`src/rtl/jfpjc_pkg.sv`:
```
// jfpjc_pkg: shared scheduler state encoding and the word-to-byte pacing ratio helper
package jfpjc_pkg;
  typedef enum logic [1:0] {IDLE, GRANT, ADVANCE} state_t;
  function automatic int calc_ratio(input int in_width, input int out_width);
    return in_width / out_width;
  endfunction
endpackage

```
`src/rtl/mcu_schedule_counter.sv`:
```
// mcu_schedule_counter: MCU block scheduler; in clock/nreset/enable/cfg_blocks/accept_last, out state/cur_comp/mcu_done
module mcu_schedule_counter
  import jfpjc_pkg::*;
#(
  parameter int NUM_REQ = 3,
  parameter int CNT_W   = 3,
  parameter int CW      = NUM_REQ > 1 ? $clog2(NUM_REQ) : 1
) (
  input  logic                     clock,
  input  logic                     nreset,
  input  logic                     enable,
  input  logic [NUM_REQ*CNT_W-1:0] cfg_blocks,
  input  logic                     accept_last,
  output state_t                   state,
  output logic [CW-1:0]            cur_comp,
  output logic                     mcu_done
);
  logic [NUM_REQ*CNT_W-1:0] shadow;
  logic [CNT_W-1:0] blk_cnt, blk_inc, cur_cnt;
  logic [CW-1:0] nxt;
  logic wrap, cfg_nz;
  function automatic logic [CW-1:0] first_nz(input logic [NUM_REQ*CNT_W-1:0] c);
    first_nz = '0;
    for (int i = NUM_REQ - 1; i >= 0; i--)
      if (c[i*CNT_W +: CNT_W] != '0) first_nz = CW'(i);
  endfunction
  always_comb begin
    cur_cnt = shadow[cur_comp*CNT_W +: CNT_W];
    blk_inc = blk_cnt + CNT_W'(1);
    wrap    = cur_comp == CW'(NUM_REQ - 1);
    nxt     = wrap ? '0 : cur_comp + CW'(1);
    cfg_nz  = |cfg_blocks;
  end
  always_ff @(posedge clock) begin
    if (nreset) begin
      state    <= IDLE;
      shadow   <= '0;
      cur_comp <= '0;
      blk_cnt  <= '0;
      mcu_done <= 1'b0;
    end else begin
      mcu_done <= 1'b0;
      case (state)
        IDLE: if (enable && cfg_nz) begin
          shadow   <= cfg_blocks;
          cur_comp <= first_nz(cfg_blocks);
          blk_cnt  <= '0;
          state    <= GRANT;
        end
        GRANT: if (accept_last) begin
          blk_cnt <= blk_inc == cur_cnt ? '0 : blk_inc;
          state   <= blk_inc == cur_cnt ? ADVANCE : GRANT;
        end
        ADVANCE: if (wrap) begin
          // MCU boundary: the fresh config decides whether to continue and where
          mcu_done <= 1'b1;
          shadow   <= cfg_blocks;
          cur_comp <= '0;
          state    <= (!enable || !cfg_nz) ? IDLE :
                      cfg_blocks[CNT_W-1:0] != '0 ? GRANT : ADVANCE;
        end else begin
          cur_comp <= nxt;
          state    <= shadow[nxt*CNT_W +: CNT_W] != '0 ? GRANT : ADVANCE;
        end
        default: state <= IDLE;
      endcase
    end
  end
endmodule

```
`src/rtl/jpeg_stream_arbiter.sv`:
```
// jpeg_stream_arbiter: MCU-ordered, paced mux of component streams into the width adapter; ports req_*/out_*/cur_comp/mcu_done
module jpeg_stream_arbiter
  import jfpjc_pkg::*;
#(
  parameter int NUM_REQ   = 3,
  parameter int IN_WIDTH  = 32,
  parameter int OUT_WIDTH = 8,
  parameter int CNT_W     = 3,
  parameter int CW        = NUM_REQ > 1 ? $clog2(NUM_REQ) : 1
) (
  input  logic                        clock,
  input  logic                        nreset,
  input  logic                        enable,
  input  logic [NUM_REQ*CNT_W-1:0]    cfg_blocks,
  input  logic [NUM_REQ-1:0]          req_valid,
  input  logic [NUM_REQ*IN_WIDTH-1:0] req_data,
  input  logic [NUM_REQ-1:0]          req_last,
  output logic [NUM_REQ-1:0]          req_ready,
  output logic                        out_valid,
  output logic [IN_WIDTH-1:0]         out_data,
  output logic [CW-1:0]               cur_comp,
  output logic                        mcu_done
);
  localparam int RATIO = calc_ratio(IN_WIDTH, OUT_WIDTH);
  localparam int PW    = RATIO > 1 ? $clog2(RATIO) : 1;
  state_t state;
  logic [PW-1:0] pace_cnt;
  logic accept, accept_last;
  mcu_schedule_counter #(.NUM_REQ(NUM_REQ), .CNT_W(CNT_W), .CW(CW)) u_sched (
    .clock       (clock),
    .nreset      (nreset),
    .enable      (enable),
    .cfg_blocks  (cfg_blocks),
    .accept_last (accept_last),
    .state       (state),
    .cur_comp    (cur_comp),
    .mcu_done    (mcu_done)
  );
  always_comb begin
    req_ready   = (state == GRANT && pace_cnt == '0) ? NUM_REQ'(1) << cur_comp : '0;
    accept      = |(req_valid & req_ready);
    accept_last = accept && req_last[cur_comp];
  end
  always_ff @(posedge clock) begin
    if (nreset) begin
      pace_cnt  <= '0;
      out_valid <= 1'b0;
      out_data  <= '0;
    end else begin
      // the adapter cannot stall, so each word reserves RATIO cycles of its time
      pace_cnt  <= accept ? PW'(RATIO - 1) : pace_cnt != '0 ? pace_cnt - PW'(1) : pace_cnt;
      out_valid <= accept;
      out_data  <= accept ? req_data[cur_comp*IN_WIDTH +: IN_WIDTH] : out_data;
    end
  end
endmodule
```
`config.mk`:
```
export PLATFORM = sky130hd
export DESIGN_NAME = jpeg_stream_arbiter
export DESIGN_NICKNAME = d
export VERILOG_FILES = /design/src/rtl/jfpjc_pkg.sv /design/src/rtl/mcu_schedule_counter.sv /design/src/rtl/jpeg_stream_arbiter.sv
export SDC_FILE = /design/constraint.sdc
export NUM_CORES = 1
export LEC_CHECK = 0
export CAP_MARGIN = 20
export CORE_MARGIN = 2
export CORE_UTILIZATION = 35
export CTS_BUF_LIST = sky130_fd_sc_hd__clkbuf_2
export CTS_CLUSTER_DIAMETER = 50
export DETAILED_ROUTE_END_ITERATION = 8
export PLACE_DENSITY = 0.73
export REMOVE_ABC_BUFFERS = 1
export SLEW_MARGIN = 20
export SYNTH_ARGS = -nofsm -noshare
export SYNTH_HDL_FRONTEND = slang
export SYNTH_SLANG_ARGS = --single-unit
```
`constraint.sdc`:
```
create_clock -name clock -period 2.5 [get_ports clock]
set_input_delay 0.75 -clock clock [delete_from_list [all_inputs] [get_ports clock]]
set_output_delay 0.75 -clock clock [all_outputs]
set_load 0.05 [all_outputs]
```
After elaboration in Yosys (flattened, before gate mapping) --
Cells that the tools add are included.
Cells by class: add/subtract/negate cells 3, multipliers 2, magnitude comparators 1, eq/ne operators 7, shifts and indexed selects 4, mux-type cells 28, bitwise gates (word level) 2, reduce and logical (&&, ||, !) cells 23
Operators by type and width (count):
- 96-bit by 8-bit variable part select with 32-bit output | 1
- 2-bit 2-to-1 mux | 15
- 9-bit 2-to-1 mux | 2
- 9-bit case mux with 2 select lines | 1
- 9-bit by 5-bit variable part select with 3-bit output | 2
- 3-bit 2-to-1 mux | 4
- 3-bit nonzero test | 4
- 9-bit OR reduction | 1
- 2-bit by 2-bit multiplier with 4-bit output (second input constant) | 2
- 2-bit nonzero test | 4
- 2-bit case mux with 3 select lines | 1
- 3-bit case mux with 2 select lines | 1
- 3-bit AND reduction | 2
- 2-bit == test (second input constant) | 2
- 2-bit logical NOT | 2
- 2-bit by 1-bit != test with 1-bit output (second input constant) | 2
- 2-bit case mux with 2 select lines | 1
- 2-bit AND reduction | 2
- 3-bit by 1-bit adder with 3-bit output (second input constant) | 1
- 3-bit bitwise AND | 1
- 3-bit == test | 1
- 1-bit logical AND | 3
- 2-bit by 3-bit < comparator with 1-bit output (second input constant) | 1
- 3-bit OR reduction | 1
- other kinds (11) | 13
Storage, ports and cells: flip-flop bits (word level) 52, input bits 114, word-level logic and storage cells 78

Logic depth before layout (Yosys ltp) --
depth after elaboration 8, mapped depth 8, gate-level depth less buffers 7

By module --
Synthesis repeated with hierarchy kept, for this count alone.
Second synthesis, totals: cell total of the unflattened synthesis 327, area, all modules 3352.0 um^2
Modules (own cells, without submodules):
- jpeg_stream_arbiter | times used 1, cells an instance 219, area each 2321.0 um^2
- mcu_schedule_counter | times used 1, cells an instance 108, area each 1031.0 um^2

Worst setup path before layout --
Ideal clock, no wire load.
path type reg2out, start point register u_sched.cur_comp[0], end point output req_ready[0], arrival time 2.233 ns, data required time 1.750 ns, path slack -0.483 ns, stages on the path, launching flop included 5, cells stage by stage dfxtp_1 clkbuf_1 buf_2 buf_1 nor3_1
On the way: longest elaborated chain between the ends 2
RTL lines:
- from (decl) | RTL line mcu_schedule_counter.sv:15 | output logic [CW-1:0] cur_comp,
- from (signal assigned) | RTL line mcu_schedule_counter.sv:46 | cur_comp <= first_nz(cfg_blocks);
- from (signal assigned) | RTL line mcu_schedule_counter.sv:62 | cur_comp <= nxt;
- 1-bit by 2-bit left shift with 3-bit output | RTL line jpeg_stream_arbiter.sv:40 | req_ready = (state == GRANT && pace_cnt == '0) ? NUM_REQ'(1) << cur_comp : '0;
- 3-bit 2-to-1 mux | RTL line jpeg_stream_arbiter.sv:40
- to (decl) | RTL line jpeg_stream_arbiter.sv:18 | output logic [NUM_REQ-1:0] req_ready,
No other way between the ends.

Final worst setup path --
start point register out_data[28], end point output out_data[28]
RTL lines:
- from (decl) | RTL line jpeg_stream_arbiter.sv:20 | output logic [IN_WIDTH-1:0] out_data,
- from (signal assigned) | RTL line jpeg_stream_arbiter.sv:53 | out_data <= accept ? req_data[cur_comp*IN_WIDTH +: IN_WIDTH] : out_data;
No word-level cell between the ends.

==> summary.txt <==
STA
  – Max Clock Skew: 16.0 ps
  – RSZ-0062 raised after global routing: true
  – Total negative slack: 0 ps
  – Hold WS: 511 ps
  – Slew Viols, Final: 0
  – Max transition margin: 64.1%
  – Slew @ Worst Pin: 536 ps
  – Setup Viol. Count Final: 0
  – Max Freq: 419 MHz
  – Final hold vios: 0
  – Minimum clock period: 2390 ps
  – Final period util: 95.6%

Place
  – DPL Wire Length: 6.77 mm
  – Routability cong.: 0.824
  – Dpl cell area: 4600 um^2
  – Port bufs: 152

Finish
  – Footprint of the multi-input gates: 1710 um^2
  – Share of cells above drive strength 1: 9.74%
  – Layout fillers: 705
  – N_diodes: 0
  – Syn-to-layout area delta: 64.9%
  – Cell area after layout: 4720 um^2
  – Nets@finish: 618
  – Register area: 1040 um^2

Setup path
  – CP Buf/Inv Count: 1
  – CP max FO: 2
  – Critical path data arrival time: 1640 ps
  – CP top delay family: buffers and inverters
  – Critical Path Slowest Stage Cell: clkdlybuf4s50_1
  – CP required: 1750 ps
  – CP startpoint kind: flip-flop
  – CP max stage delay: 830 ps
  – Crit path cell chain: clkdlybuf4s50_1
  – Critical path capture point type: output pin
  – Crit Path Class: reg2out

Routing
  – Router iterations before antenna repair: 4
  – Drt initial violations: 79
  – Vias per inst: 5.17
  – Drt total wl: 8.60 mm
  – Via count: 3126
  – Routed length per instance: 14.2 um
  – Residual DRC: 0
  – Post-DRT Antenna Nets: 0

GRT
  – Vias in the first global route: 3038
  – Global-route wire length before repair: 13.4 mm
  – Largest net degree at the start of global routing: 36
  – Initial antenna violation count: 0
  – Overflow after GRT: 0
  – Gr usage total: 18.7%

Yosys
  – Mapped Cells: 348
  – Yosys top cell area share: 36.4%
  – Dominant cell type by area after synthesis: dfxtp_1
  – #FFs+latches synth: 52
  – Asr flop ratio synth: 0%
  – Seq/Total Area, Yosys: 36.4%
  – Post-synthesis area per instance: 8.22 um^2
  – Synthesized cell area: 2860 um^2
  – Top-count cell post-synth: nor2_1
  – Main area contributors after synthesis: dfxtp_1 36%, mux2i_1 17%, nor2_1 11%, a211oi_1 8.4%, nor3_1 6.8%
  – Top cells by count, synth: 82 x nor2_1, 52 x dfxtp_1, 48 x mux2i_1, 39 x nor3_1, 32 x a211oi_1
  – Library cells used by synthesis: 43
  – YS warnings: 0
  – Top_reg_cell synth: dfxtp_1
  – Number of synthesized flops with an enable pin: 0

Clock network
  – Worst-Skew Late Latency: 420 ps
  – Htree depth: 2
  – Worst-path clk slew: 250 ps
  – Num CTS Buffers: 5
  – Clock sinks: 52
  – CTS root buf: clkbuf_2
  – CTS tree: done
  – CTS Buffer Depth: 2

Pwr
  – Net switching power: 0.00102 W
  – Peak supply drop: 262 uV
  – P per Cell Area: 549 nW/um^2
  – Clk network pwr share: 12.7%
  – Sw frac: 39.3%
  – Comb pwr share: 48.0%
  – Leak: 1.72 nW
  – Flop pwr share: 39.3%
  – Power Internal: 0.00157 W

Job
  – Max-Cap Viols: 0

Floorplanning
  – Die H: 94.4 um
  – Die outline area: 8910 um^2
  – I/O Pins: 153
  – Core footprint: 7810 um^2
  – Starting Density: 36.6%
  – Standard-cell rows: 32
  – Die width: 94.4 um

Status
  – Status: complete, no violations

Worst hold path
  – Class of the worst hold path: reg2reg
-- per-layer routing --
layer / up-vias / global-route usage [%] / part of all wire, %
met4: 0 / 5.07 / 1.6
met5: - / 0 / 0
li1: 1553 / - / -
met1: 1445 / 20.5 / 39
met2: 116 / 34.6 / 51
met3: 12 / 5.91 / 8.7
-- path summary, 6_finish.rpt --
kind | start | endpoint | slack, ps | cells after the start
setup / recovery | out_data[28] | out_data[28] | 110 | 1
hold / removal | out_data[9] | out_data[9] | 510 | 2
setup reg to reg | u_sched.cur_comp[1] | u_sched.blk_cnt[2] | 350 | 7
hold reg to reg | out_data[9] | out_data[9] | 510 | 2
-- per-stage QoR --
stage | util (%) | setup WS (ps) | std cells | total power (W)
final | 60.4 | 111 | 605 | 0.00259
after global routing | 60.4 | -15.1 | 605 | 0.00275
after CTS | 59.9 | 30.9 | 605 | 0.00259
after detailed placement | 58.9 | -53.8 | 594 | 0.00223
after global placement | 58.9 | 13.1 | 594 | 0.00221
after floorplan | - | -1960 | 319 | 0.00171
-- layout make-up --
class	count	share of cell area [%]
inverters	5	0.398
repair buffers	176	37.5
flip-flops and latches	52	22.2
multi-input cells	262	36.3
clock inverters	2	0.239
well taps	102	2.71
clock buffers	6	0.637
-- sequential cells by signal (all words and copies together) (netlist names) --
register	flops
u_sched.state	2
out_data	32
out_valid	1
u_sched.blk_cnt	3
u_sched.cur_comp	2
u_sched.shadow	9
u_sched.mcu_done	1
pace_cnt	2
-- power groups by stage --
stage	combinational [W]	sequential, W	clock, W
after global routing	0.00134	0.00103	0.000381
after global placement	0.00118	0.00103	0
after detailed placement	0.00120	0.00103	0
after CTS	0.00123	0.00102	0.000346
after floorplan	0.000374	0.00134	0
final	0.00124	0.00102	0.000329
-- worst register-to-register path, stage by stage (launching register included) --
cell,delay (ps)
dfxtp_2,640
buf_4,390
mux2i_1,260
o2bb2ai_1,120
buf_4,160
nand3_1,130
a31oi_1,60
a221o_1,310
-- repair_timing --
| item | CTS | global route |
|---|---|---|
| endpoints found under the hold margin | 0 | 0 |
| gates resized for setup | 4 | 9 |
| setup buffers | 3 | 0 |
| pin swaps | 0 | 0 |
| endpoints found under the setup margin | 3 | 7 |
| hold buffers | 0 | 0 |
-- placed cells by master (no fill, tap or decap), drive strengths merged, types with 2 or more instances in the layout --
cell type and count:
a211oi 32, a21oi 3, a31oi 7, buf 30
clkbuf 6, clkdlybuf4s50 142, dfxtp 52, dlymetal6s2s 4
ha 2, inv 5, mux2i 48, nand2 2
nand2b 4, nand3 3, nand3b 6, nand4 2
nor2 82, nor2b 4, nor3 39, o21ai 4
xnor2 2, xor2 2
-- logic make-up after synthesis --
group                      after synthesis  share of synthesized area, %
and+or+nand+nor                        149                          24.1
xor gates and xnor gates                 4                          1.23
DFF                                     52                          36.4
adders and majority gates                2                         0.875
buffers and inverters                   34                          5.12
muxes                                   49                          17.2
AOI/OAI and AO/OA                       58                          15.1
Note: power is estimated with default switching activity, not from simulation.
